===== src/rtl/led_display_pattern_gen_stream.sv =====
// led_display_pattern_gen_stream: streams HUB75 top/bottom pixel pairs over valid/ready.
// Define LED_PTG_SCROLL_EN to add the frame counter and the scrolling bars in mode 8.
module led_display_pattern_gen_stream #(
    parameter int SYS_CLK_FREQ   = 100_000_000,
    parameter int NUM_ROW_PIXELS = 32,
    parameter int NUM_COL_PIXELS = 64,
    parameter int COLOR_BITS     = 4
) (
    input  logic                                  clk_in,
    input  logic                                  n_reset_in,
    input  logic [3:0]                            mode_in,
    output logic [3*COLOR_BITS-1:0]               pix_top_out,
    output logic [3*COLOR_BITS-1:0]               pix_bot_out,
    output logic [$clog2(NUM_COL_PIXELS)-1:0]     col_out,
    output logic [$clog2(NUM_ROW_PIXELS/2)-1:0]   row_address_out,
    output logic                                  sof_out,
    output logic                                  eol_out,
    output logic                                  eof_out,
    output logic                                  pix_valid_out,
    input  logic                                  pix_ready_in
);
    localparam int CW = $clog2(NUM_COL_PIXELS);
    localparam int RW = $clog2(NUM_ROW_PIXELS / 2);
    localparam logic [COLOR_BITS-1:0] M = '1;
    localparam logic [COLOR_BITS-1:0] Z = '0;

    if (SYS_CLK_FREQ <= 0 || NUM_ROW_PIXELS < 4 || (NUM_ROW_PIXELS & (NUM_ROW_PIXELS - 1)) != 0 ||
        NUM_COL_PIXELS < 8 || (NUM_COL_PIXELS & (NUM_COL_PIXELS - 1)) != 0 ||
        COLOR_BITS < 1 || COLOR_BITS > 8 || COLOR_BITS > CW) begin : g_bad_param
        $error("led_display_pattern_gen_stream: illegal parameter set");
    end

    logic [CW-1:0]           r_col;
    logic [RW-1:0]           r_row;
    logic [3:0]              r_mode;
    logic                    r_valid;
    logic [3*COLOR_BITS-1:0] r_top;
    logic [3*COLOR_BITS-1:0] r_bot;
    logic                    r_sof;
    logic                    r_eol;
    logic                    r_eof;

    logic                    w_load;
    logic                    w_wrap;
    logic [CW-1:0]           w_nxt_col;
    logic [RW-1:0]           w_nxt_row;
    logic [3:0]              w_nxt_mode;
    logic [2:0]              w_b;
    logic [COLOR_BITS-1:0]   w_g;
    logic                    w_chk;
    logic [3*COLOR_BITS-1:0] w_pix;

    function automatic logic [3*COLOR_BITS-1:0] f_bars(input logic [2:0] b);
        return {b[0] ? M : Z, b[1] ? M : Z, b[2] ? M : Z};
    endfunction

    assign w_load     = !r_valid || pix_ready_in;
    assign w_wrap     = r_valid && (&r_col) && (&r_row);
    assign w_nxt_col  = r_valid ? r_col + CW'(1) : '0;
    assign w_nxt_row  = !r_valid ? '0 : ((&r_col) ? r_row + RW'(1) : r_row);
    assign w_nxt_mode = (!r_valid || w_wrap) ? mode_in : r_mode;
    assign w_b        = w_nxt_col[CW-1:CW-3];
    assign w_g        = w_nxt_col[CW-1:CW-COLOR_BITS];
    // Bottom row is row+SCAN_ROWS (even offset), so its parity matches the top row.
    assign w_chk      = w_nxt_col[0] ^ w_nxt_row[0];

`ifdef LED_PTG_SCROLL_EN
    logic [CW-1:0] r_frame;
    logic [CW-1:0] w_nxt_frame;
    logic [2:0]    w_bs;
    assign w_nxt_frame = w_wrap ? r_frame + CW'(1) : r_frame;
    assign w_bs        = 3'((w_nxt_col + w_nxt_frame) >> (CW - 3));
    always_ff @(posedge clk_in or negedge n_reset_in) begin
        if (!n_reset_in) r_frame <= '0;
        else if (w_load) r_frame <= w_nxt_frame;
    end
`endif

    always_comb begin
        w_pix = '0;
        case (w_nxt_mode)
            4'd1: w_pix = {M, Z, Z};
            4'd2: w_pix = {Z, M, Z};
            4'd3: w_pix = {Z, Z, M};
            4'd4: w_pix = {M, M, M};
            4'd5: w_pix = f_bars(w_b);
            4'd6: w_pix = {w_g, w_g, w_g};
            4'd7: w_pix = w_chk ? {M, M, M} : '0;
`ifdef LED_PTG_SCROLL_EN
            4'd8: w_pix = f_bars(w_bs);
`endif
            default: w_pix = '0;
        endcase
    end

    always_ff @(posedge clk_in or negedge n_reset_in) begin
        if (!n_reset_in) begin
            r_col   <= '0;
            r_row   <= '0;
            r_mode  <= '0;
            r_valid <= 1'b0;
            r_top   <= '0;
            r_bot   <= '0;
            r_sof   <= 1'b0;
            r_eol   <= 1'b0;
            r_eof   <= 1'b0;
        end else if (w_load) begin
            r_col   <= w_nxt_col;
            r_row   <= w_nxt_row;
            r_mode  <= w_nxt_mode;
            r_valid <= 1'b1;
            r_top   <= w_pix;
            r_bot   <= w_pix;
            r_sof   <= (w_nxt_col == '0) && (w_nxt_row == '0);
            r_eol   <= &w_nxt_col;
            r_eof   <= (&w_nxt_col) && (&w_nxt_row);
        end
    end

    assign pix_top_out     = r_top;
    assign pix_bot_out     = r_bot;
    assign col_out         = r_col;
    assign row_address_out = r_row;
    assign sof_out         = r_sof;
    assign eol_out         = r_eol;
    assign eof_out         = r_eof;
    assign pix_valid_out   = r_valid;
endmodule

===== config.mk =====
export PLATFORM = sky130hd
export DESIGN_NAME = led_display_pattern_gen_stream
export DESIGN_NICKNAME = d
export VERILOG_FILES = /design/src/rtl/led_display_pattern_gen_stream.sv
export SDC_FILE = /design/constraint.sdc
export NUM_CORES = 1
export LEC_CHECK = 0
export CORE_ASPECT_RATIO = 0.9
export CORE_MARGIN = 8
export CORE_UTILIZATION = 51
export DETAILED_ROUTE_END_ITERATION = 7
export PLACE_DENSITY = 0.82
export SYNTH_ARGS = -nofsm -noshare
export SYNTH_HDL_FRONTEND = slang
export SYNTH_SLANG_ARGS = --single-unit
export TNS_END_PERCENT = 10

===== constraint.sdc =====
create_clock -name clk_in -period 5.31 [get_ports clk_in]
set_clock_uncertainty 0.15 [all_clocks]
set_input_delay 1.3275 -clock clk_in [delete_from_list [all_inputs] [get_ports clk_in]]
set_output_delay 1.3275 -clock clk_in [all_outputs]
set_load 0.005 [all_outputs]

==> results of run 1 <==
-- worst reg2reg max path: cells and delay by family (launching register included) --
| family | cells | cell delay, ns |
|---|---|---|
| AO/OA/AOI/OAI | 4 | 1.13 |
| multiplexers | 1 | 0.49 |
| adder cells (fa/ha/maj) | 1 | 0.28 |
| AND/OR/NAND/NOR | 1 | 0.19 |
| flip-flops | 1 | 0.51 |
-- cell type report --
cell class                 instances  area (um2)  area share, %
clock buffer                       6       82.58          3.414
inverter                           3       11.26         0.4656
multi-input combinational        157        1049          43.35
sequential                        30       750.7          31.04
tap                               46       57.56          2.380
timing repair buffer              46       455.4          18.83
clock inverter                     2       12.51         0.5173
-- worst paths after layout --
| check | end | slack (ns) | cells past startpoint |
|---|---|---|---|
| max reg2reg | pix_bot_out[10] | 2.51 | 7 |
| max | pix_bot_out[7] | 2.04 | 7 |
| min reg2reg | eof_out | 0.33 | 2 |
| min | eof_out | 0.33 | 2 |
| min in group asynchronous | col_out[2] | 1.27 | 2 |
| max in group asynchronous | pix_bot_out[9] | 3.46 | 2 |
-- metal layers --
metal / routed length [um] / vias up
met1: 1969 / 780
met5: 0 / -
met2: 2139 / 73
li1: - / 799
met4: 60 / 0
met3: 431 / 6
-- through the flow --
| step | utilization [%] | hold WS (ns) | std cells | setup slack (ns) |
|---|---|---|---|---|
| final | 65.28 | 0.3279 | 290 | 2.036 |
| after global routing | 65.28 | 0.3534 | 290 | 1.876 |
| after CTS | 65.28 | 0.3352 | 290 | 2.033 |
| after detailed placement | 62.72 | 0.3217 | 282 | 1.739 |
| after global placement | 62.72 | 0.3177 | 282 | 1.823 |
| after floorplan | - | 0.3226 | 213 | 2.462 |
-- logic make-up (layout without fill, tap and decap cells) --
group / count (synthesis) / in the layout / synth area share [%]
and+or+nand+nor: 84 / 84 / 22.40
AOI/OAI and AO/OA: 49 / 49 / 19.27
DFF: 30 / 30 / 38.29
buffers and inverters: 26 / 57 / 8.232
xor gates and xnor gates: 11 / 11 / 4.914
muxes: 10 / 10 / 5.424
adders and majority gates: 2 / 2 / 1.276
other: 1 / 1 / 0.1913
-- flip-flops by register name, indices dropped and copies added, names as in the netlist --
name / count
sof_out: 1
col_out: 6
r_mode: 4
eof_out: 1
pix_valid_out: 1
eol_out: 1
pix_bot_out: 12
row_address_out: 4
-- power breakdown --
| part | total, uW | switching, uW | internal [uW] |
|---|---|---|---|
| registers | 260 | 17.6 | 242 |
| logic | 107 | 48.9 | 58.3 |
| clock network | 194 | 89.8 | 104 |
-- layout by cell type (no fill, tap or decap), types with 2 or more instances in the layout --
cell and instances:
a21boi_0 3, o21ai_1 3, and3_1 2, dfrtp_1 30, a211oi_1 2, clkdlybuf4s50_1 44, mux2_2 5, clkbuf_8 6
ha_1 2, inv_1 3, o211ai_1 4, o31a_1 2, nand2_1 29, o21ai_0 7, a32o_1 2, nor2b_1 5
mux2i_1 5, nand3_1 10, o21a_1 4, nand3b_1 2, xor2_1 4, nor3_1 2, a21oi_1 7, nand2b_1 4
and2_1 8, a21o_1 3, nand4_1 2, xnor2_1 7, nor2_1 10, buf_4 2
==> results.md, run 1 <==
- Grt met3 use: 6.683%
- Largest net degree at the start of global routing: 31
- Max-slew headroom: 52.34%
- Worst EP required: 5.38 ns
- Tightest Pin Transition: 0.7149 ns
- Synth Register Bits: 30
- DRT antenna net count: 0
- Final Instance Area: 2419 um2
- Delay-heaviest family, CP: compound AO/OA/AOI/OAI gates
- Area Growth Syn to Fin: 23.36%
- RSZ-0062 raised after global routing: no
- Crit-path cells: clkdlybuf4s50_1, inv_1, o41ai_4, o2bb2ai_1, o21ai_2, nand2b_1, nand3_1
- TNS Setup: 0 ns
- Outcome: complete, no violations
- Distinct cells, synth: 56
- Most common cell in the netlist: dfrtp_1
- Nets: 252
- Max rail drop VDD: 0.1537 mV
- Number of global-route vias before repair: 1650
- Pwr per Cell Area: 231.8 nW/um2
- Min-Delay Path Class: flop to flop
- CP startpoint: pix_ready_in
- Synth area leader: dfrtp_1
- Hold_sp: eof_out
- Fillers: 310
- Total global-route track usage: 16.37%
- Num CTS Buffers: 5
- HPWL after detailed placement: 3.331 mm
- Initial antenna violation count: 0
- Top-Level Pins: 45
- Post-synth ARST share: 100.0%
- Hold Vio Cnt, Final: 0
- Diode count: 0
- Worst-path clk slew: 0.07 ns
- Top FF cell, synth: dfrtp_1
- Synthesized cell area: 1961 um2
- Post-Route WL: 4.601 mm
- Cell count after synthesis: 213
- Wire per inst: 15.87 um
- Reg-to-reg startpoint: row_address_out[0]
- Critical Path Source Type: input pin
- CP Max Fanout: 11
- First-pass GRT wire length: 7.659 mm
- Period utilisation layout: 61.65%
- Dpl cell area: 2323 um2
- Gr ovfl total: 0
- Clock tree buffer depth: 2
- Num rows: 21
- Pleak: 0.001011 uW
- Peak per-stage delay on the critical path: 0.68 ns
- Synthesized area per cell: 9.205 um2
- Die height: 74.82 um
- GR Layer Usage met2: 25.15%
- Power, Total: 560.7 uW
- Worst Setup End Kind: flop
- Sink Count: 30
- Detailed-route via count: 1658
- Hold-fix buffers, CTS: 0
- Fraction of layout cells with a size suffix above 1: 10.25%
- Most frequent cells after synthesis: dfrtp_1, nand2_1, buf_4
- Max_cap viols: 0
- Arr. time, crit path: 3.35 ns
- Initial drt markers: 133
- DR vias/cell: 5.717
- Tmin final: 3.274 ns
- Starting density of the core: 52.92%
- Most area-consuming cells after synthesis: dfrtp_1, nand2_1, buf_4
- Post-CTS resize count: 0
- H-tree depth: 2
- Die Width: 81.36 um
- DRC viols: 0
- M1 GR Usage: 19.99%
- # setup viols final: 0
- Share of the synthesized area in the top cell type: 38.29%
- Slowest CP cell: clkdlybuf4s50_1
- Slew Limit Fails: 0
- Max Clk Rate: 0.3055 GHz
- Core area: 3705 um2
- Setup bufs post-CTS: 0
- I/O Buffers: 44
- Pre-antenna DRT Iters: 4
- Gpl congestion: 0.8798
- Worst-Skew Late Latency: 0.29 ns
- Setup Crit Path Kind: input pin to flop
- Syn_nets: 222
- CTS tree: done
- Die area: 6087 um2
- Root Buffer: clkbuf_8
- Most Crowded Layer GR: met2
- Number of warnings issued by yosys: 0
- Post-synth EDFFs: 0
- Crit path buffers/inverters: 2
- Register area share after synthesis: 38.29%
(Power assumes the default switching activity.)
==> run 2: changes to the inputs <==
--- a/config.mk
+++ b/config.mk
@@ -7,9 +7,9 @@
 export LEC_CHECK = 0
 export CORE_ASPECT_RATIO = 0.9
 export CORE_MARGIN = 8
-export CORE_UTILIZATION = 51
+export CORE_UTILIZATION = 45
 export DETAILED_ROUTE_END_ITERATION = 7
-export PLACE_DENSITY = 0.82
+export PLACE_DENSITY = 0.77
 export SYNTH_ARGS = -nofsm -noshare
 export SYNTH_HDL_FRONTEND = slang
 export SYNTH_SLANG_ARGS = --single-unit
==> constraint.sdc (replaced) <==
create_clock -name clk_in -period 2.7 [get_ports clk_in]
set_clock_uncertainty 0.15 [all_clocks]
set_input_delay 0.675 -clock clk_in [delete_from_list [all_inputs] [get_ports clk_in]]
set_output_delay 0.675 -clock clk_in [all_outputs]
set_load 0.005 [all_outputs]
==> results.md, run 2 (synthesis gave the netlist of run 1 again) <==
- Number of global-route vias before repair: 1666
- TNS Setup: 0 ns
- Diode count: 0
- Die area: 6728 um2
- FF+latch area: 750.7 um2
- Period utilisation layout: 90.77%
- DR vias/cell: 5.507
- Max rail drop VDD: 0.2959 mV
- Post-Route Utilization: 61.24%
- Min-Delay Path Class: flop to flop
- Stages on worst setup path: 8
- Tightest Pin Transition: 0.5132 ns
- CP startpoint: row_address_out[1]
- Crit path buffers/inverters: 1
- H-tree depth: 2
- HPWL after detailed placement: 3.573 mm
- Hold Vio Cnt, Final: 0
- RR Endpoint: pix_bot_out[7]
- Critical Path Source Type: flop
- Min-Delay Path Depth: 2
- Clock tree buffer depth: 2
- Root Buffer: clkbuf_8
- DRC viols: 0
- Hold-fix buffers, CTS: 0
- Pleak: 0.001083 uW
- Largest net degree at the start of global routing: 31
- R2R depth: 8
- Starting density of the core: 47.48%
- Nets: 264
- First-pass GRT wire length: 7.810 mm
- Outcome: complete, no violations
- Total global-route track usage: 14.54%
- Gr ovfl total: 0
- Max Clk Rate: 0.4080 GHz
- Gpl congestion: 0.8764
- Largest register FFs: 12
- Most common cell after layout, fill and taps aside: clkdlybuf4s50_1
- Net Sw Power: 308.6 uW
- RSZ-0062 raised after global routing: no
- Top-Level Pins: 45
- Setup WS post-layout: 0.2492 ns
- Die Width: 85.58 um
- Die height: 78.62 um
- CP Max Fanout: 11
- Slew Limit Fails: 0
- Commonest non-fill, non-tap cells in the layout: clkdlybuf4s50_1, dfrtp_1, nand2_1, buf_4
- I/O Buffers: 44
- # setup viols final: 0
- Delay-heaviest family, CP: compound AO/OA/AOI/OAI gates
- Initial antenna violation count: 0
- DRT antenna net count: 0
- Slowest CP cell: dfrtp_1
- Num CTS Buffers: 5
- Combinational Power Share: 19.1%
- Worst Setup End Kind: flop
- Final Instance Area: 2529 um2
- Max_cap viols: 0
- Reg2Reg Setup Slack: 0.25 ns
- Area Growth Syn to Fin: 28.97%
- Sink Count: 30
- Wire per inst: 15.07 um
- Setup Crit Path Kind: flop to flop
- Pwr per Cell Area: 466.9 nW/um2
- Worst-path clk slew: 0.06 ns
- CTS tree: done
- Num rows: 22
- Multi-input logic area: 1052 um2
- Switch share: 26.13%
- Peak per-stage delay on the critical path: 0.43 ns
- Reg power frac: 42.8%
- Int Pwr: 872.2 uW
- Worst Setup EP: pix_bot_out[7]
- Initial drt markers: 68
- Reg-to-reg startpoint: row_address_out[1]
- Dpl cell area: 2416 um2
- Fraction of layout cells with a size suffix above 1: 14.84%
- Post-Route WL: 4.581 mm
- Crit-path cells: ha_1, nand3_2, o31ai_4, buf_4, mux2i_1, o21ai_2, nand2b_1, nand3_1
- Max-slew headroom: 65.79%
- Worst EP required: 2.71 ns
- Detailed-route via count: 1674
- Tmin final: 2.451 ns
- Worst slack, placed: 0.1438 ns
- Fillers: 359
- Core area: 4129 um2
- Arr. time, crit path: 2.46 ns
- Worst-Skew Late Latency: 0.29 ns
- Pre-antenna DRT Iters: 4
- Clk pwr share: 38.1%
-- run 2: metrics by stage --
step / hold slack [ns] / cells / power [uW]
global route: 0.3461 / 304 / 1237
floorplan: 0.2294 / 213 / 636.8
global placement: 0.3146 / 296 / 737.2
finish: 0.3272 / 304 / 1181
detailed placement: 0.3200 / 296 / 741.3
CTS: 0.3349 / 304 / 1196
-- run 2: cell type report --
cell class                 count  area share [%]
clock buffer                   5           2.721
multi-input combinational    157           41.61
tap                           48           2.375
inverter                       3          0.4453
sequential                    30           29.69
timing repair buffer          58           21.57
clock inverter                 3           1.583
-- run 2: how the worst min path moves through the flow --
stage	from	to	slack, ns
2_1_floorplan	n_reset_in	col_out[0]	0.23
3_3_place_gp	eof_out	eof_out	0.31
3_5_place_dp	eof_out	eof_out	0.32
4_1_cts	eof_out	eof_out	0.33
5_1_grt	eof_out	eof_out	0.35
6_report	eof_out	eof_out	0.33
-- run 2: routing by layer --
layer  vias up  wire, um  part of all wire, %  track usage [%]
li1        819         -                    -                -
met1       795      2106                   46            17.68
met2        53      2041                   45            22.70
met3         7       348                  7.6            4.683
met4         0        85                  1.9            7.168
met5         -         0                    0                0
-- run 2: timing repair --
action,4_1_cts,5_1_grt
buffers inserted,0,0
resized for setup,0,1
endpoints found under the setup margin,0,1
-- run 2: power groups by stage --
stage	combinational (uW)	sequential, uW	clock, uW
final	226	506	449
after global routing	247	511	479
after CTS	227	506	463
after detailed placement	227	514	0
after global placement	224	513	0
after floorplan	130	507	0
-- run 2: worst reg2reg max path: cells and delay by family (launching register included) --
kind	cells	cell delay, ns
AO/OA/AOI/OAI	2	0.72
adder cells (fa/ha/maj)	1	0.26
buffers and inverters	1	0.23
flip-flops	1	0.43
multiplexers	1	0.10
AND/OR/NAND/NOR	3	0.43
==> run 3: changes to the inputs <==
--- a/config.mk
+++ b/config.mk
@@ -5,11 +5,13 @@
 export SDC_FILE = /design/constraint.sdc
 export NUM_CORES = 1
 export LEC_CHECK = 0
+export CAP_MARGIN = 20
 export CORE_ASPECT_RATIO = 0.9
 export CORE_MARGIN = 8
 export CORE_UTILIZATION = 45
 export DETAILED_ROUTE_END_ITERATION = 7
 export PLACE_DENSITY = 0.77
+export REMOVE_ABC_BUFFERS = 1
 export SYNTH_ARGS = -nofsm -noshare
 export SYNTH_HDL_FRONTEND = slang
 export SYNTH_SLANG_ARGS = --single-unit
==> results.md, run 3 (synthesis gave the netlist of run 1 again) <==
- Outcome: complete, no violations
- Gpl congestion: 0.8148
- Met2 routed WL: 2.052 mm
- Area Growth Syn to Fin: 28.59%
- Post-Route WL: 4.608 mm
- Power, Total: 1190 uW
- Die height: 78.62 um
- H-tree depth: 2
- Diode count: 0
- Max-slew headroom: 58.96%
- Arr. time, crit path: 2.49 ns
- Int Pwr: 893.8 uW
- Largest net degree at the start of global routing: 31
- Fraction of layout cells with a size suffix above 1: 13.78%
- Worst Setup End Kind: flop
- HPWL after detailed placement: 3.505 mm
- Tightest Pin Transition: 0.6156 ns
- Dpl cell area: 2409 um2
- Most common cell after layout, fill and taps aside: clkdlybuf4s50_1
- Num rows: 22
- Hold-fix buffers, CTS: 0
- First-pass GRT wire length: 7.879 mm
- Max rail drop VDD: 0.4285 mV
- Met3 wire len: 271 um
- I/O Buffers: 44
- Largest register FFs: 12
- Switch share: 24.92%
- Setup Crit Path Kind: flop to flop
- Gr ovfl total: 0
- RSZ-0062 raised after global routing: no
- Tmin final: 2.465 ns
- Root Buffer: clkbuf_8
- Starting density of the core: 47.48%
- Net Sw Power: 296.7 uW
- Worst-Skew Late Latency: 0.29 ns
- DRC viols: 0
- DRT antenna net count: 0
- Combinational Power Share: 18.5%
- Nets: 263
- Crit-path cells: ha_1, nand3_2, o31ai_4, buf_4, nor3_1, a22oi_1, a21oi_1, a21o_1
- FF+latch area: 750.7 um2
- Fillers: 380
- CTS tree: done
- Worst hold slack: 0.3345 ns
- Initial antenna violation count: 0
- Total global-route track usage: 14.54%
- Final Instance Area: 2521 um2
- Pre-antenna DRT Iters: 4
- Detailed-route via count: 1659
- TNS Setup: 0 ns
- Clock tree buffer depth: 2
- Die Width: 85.58 um
- Post-CTS resize count: 0
- Wire per inst: 15.26 um
- Initial drt markers: 80
- Pleak: 0.001076 uW
- DR vias/cell: 5.493
- Worst-path clk slew: 0.07 ns
- Die area: 6728 um2
- Period utilisation layout: 91.28%
- Max_cap viols: 0
- Peak per-stage delay on the critical path: 0.43 ns
- Sink Count: 30
- Slew Limit Fails: 0
- Number of global-route vias before repair: 1589
- Post-Route Utilization: 61.06%
- Core area: 4129 um2
- Multi-input logic area: 1049 um2
- Slowest CP cell: dfrtp_1
- Top-Level Pins: 45
- Crit path buffers/inverters: 1
- Clk pwr share: 38.9%
- Critical Path Source Type: flop
- Met1 Wirelength: 2.187 mm
- Min-Delay Path Class: flop to flop
- Reg power frac: 42.6%
- Worst EP required: 2.72 ns
- Commonest non-fill, non-tap cells in the layout: clkdlybuf4s50_1, dfrtp_1, nand2_1, buf_4
- Max Clk Rate: 0.4057 GHz
- Top Layer Used: met4
- Pwr per Cell Area: 472.2 nW/um2
- # setup viols final: 0
- Num CTS Buffers: 5
- Delay-heaviest family, CP: compound AO/OA/AOI/OAI gates
- CP Max Fanout: 6
- Hold Vio Cnt, Final: 0
- Setup bufs post-CTS: 0
run 3: cell count changes in the layout (fill, tap and decap cells not counted), sizes merged:
cell,delta
buf,-1
clkinv,-2
clkbuf,+1
run 3: final timing paths:
check | from | end | slack, ns | cells past startpoint
worst max-delay path | row_address_out[1] | pix_bot_out[9] | 0.24 | 8
worst min-delay path | eof_out | eof_out | 0.33 | 2
worst max register to register | row_address_out[1] | pix_bot_out[9] | 0.24 | 8
worst min register to register | eof_out | eof_out | 0.33 | 2
max in group asynchronous | n_reset_in | pix_bot_out[1] | 1.48 | 2
min in group asynchronous | n_reset_in | row_address_out[3] | 0.62 | 2
run 3: per-layer routing:
layer  vias up  global-route usage [%]
li1        822                       -
met1       785                   19.83
met2        44                   20.68
met5         -                       0
met4         0                   7.343
met3         8                   3.642
run 3: worst min-delay path, delay by kind of cell, from the launching register on:
family	cells	cell delay [ns]
flip-flops	1	0.35
AND/OR/NAND/NOR	1	0.05
AO/OA/AOI/OAI	1	0.05
run 3: cell type report:
class / count / area share, %
Inverter: 3 / 0.4466
Sequential cell: 30 / 29.78
Multi-Input combinational cell: 157 / 41.59
Timing Repair Buffer: 57 / 21.34
Clock buffer: 6 / 3.275
Clock inverter: 1 / 1.191
Tap cell: 48 / 2.382
run 3: power groups by stage:
| stage | Combinational [uW] | Clock, uW | Sequential (uW) |
|---|---|---|---|
| 6_report | 220 | 463 | 507 |
| 5_1_grt | 246 | 496 | 511 |
| 4_1_cts | 225 | 474 | 507 |
| 3_5_place_dp | 224 | 0 | 516 |
| 3_3_place_gp | 220 | 0 | 514 |
| 2_1_floorplan | 88.4 | 0 | 516 |
run 3: metrics by stage:
step | std cells | worst slack [ns]
2_1_floorplan | 190 | 0.3240
3_3_place_gp | 295 | 0.1918
3_5_place_dp | 295 | 0.1371
4_1_cts | 302 | 0.2357
5_1_grt | 302 | 0.01806
6_report | 302 | 0.2354
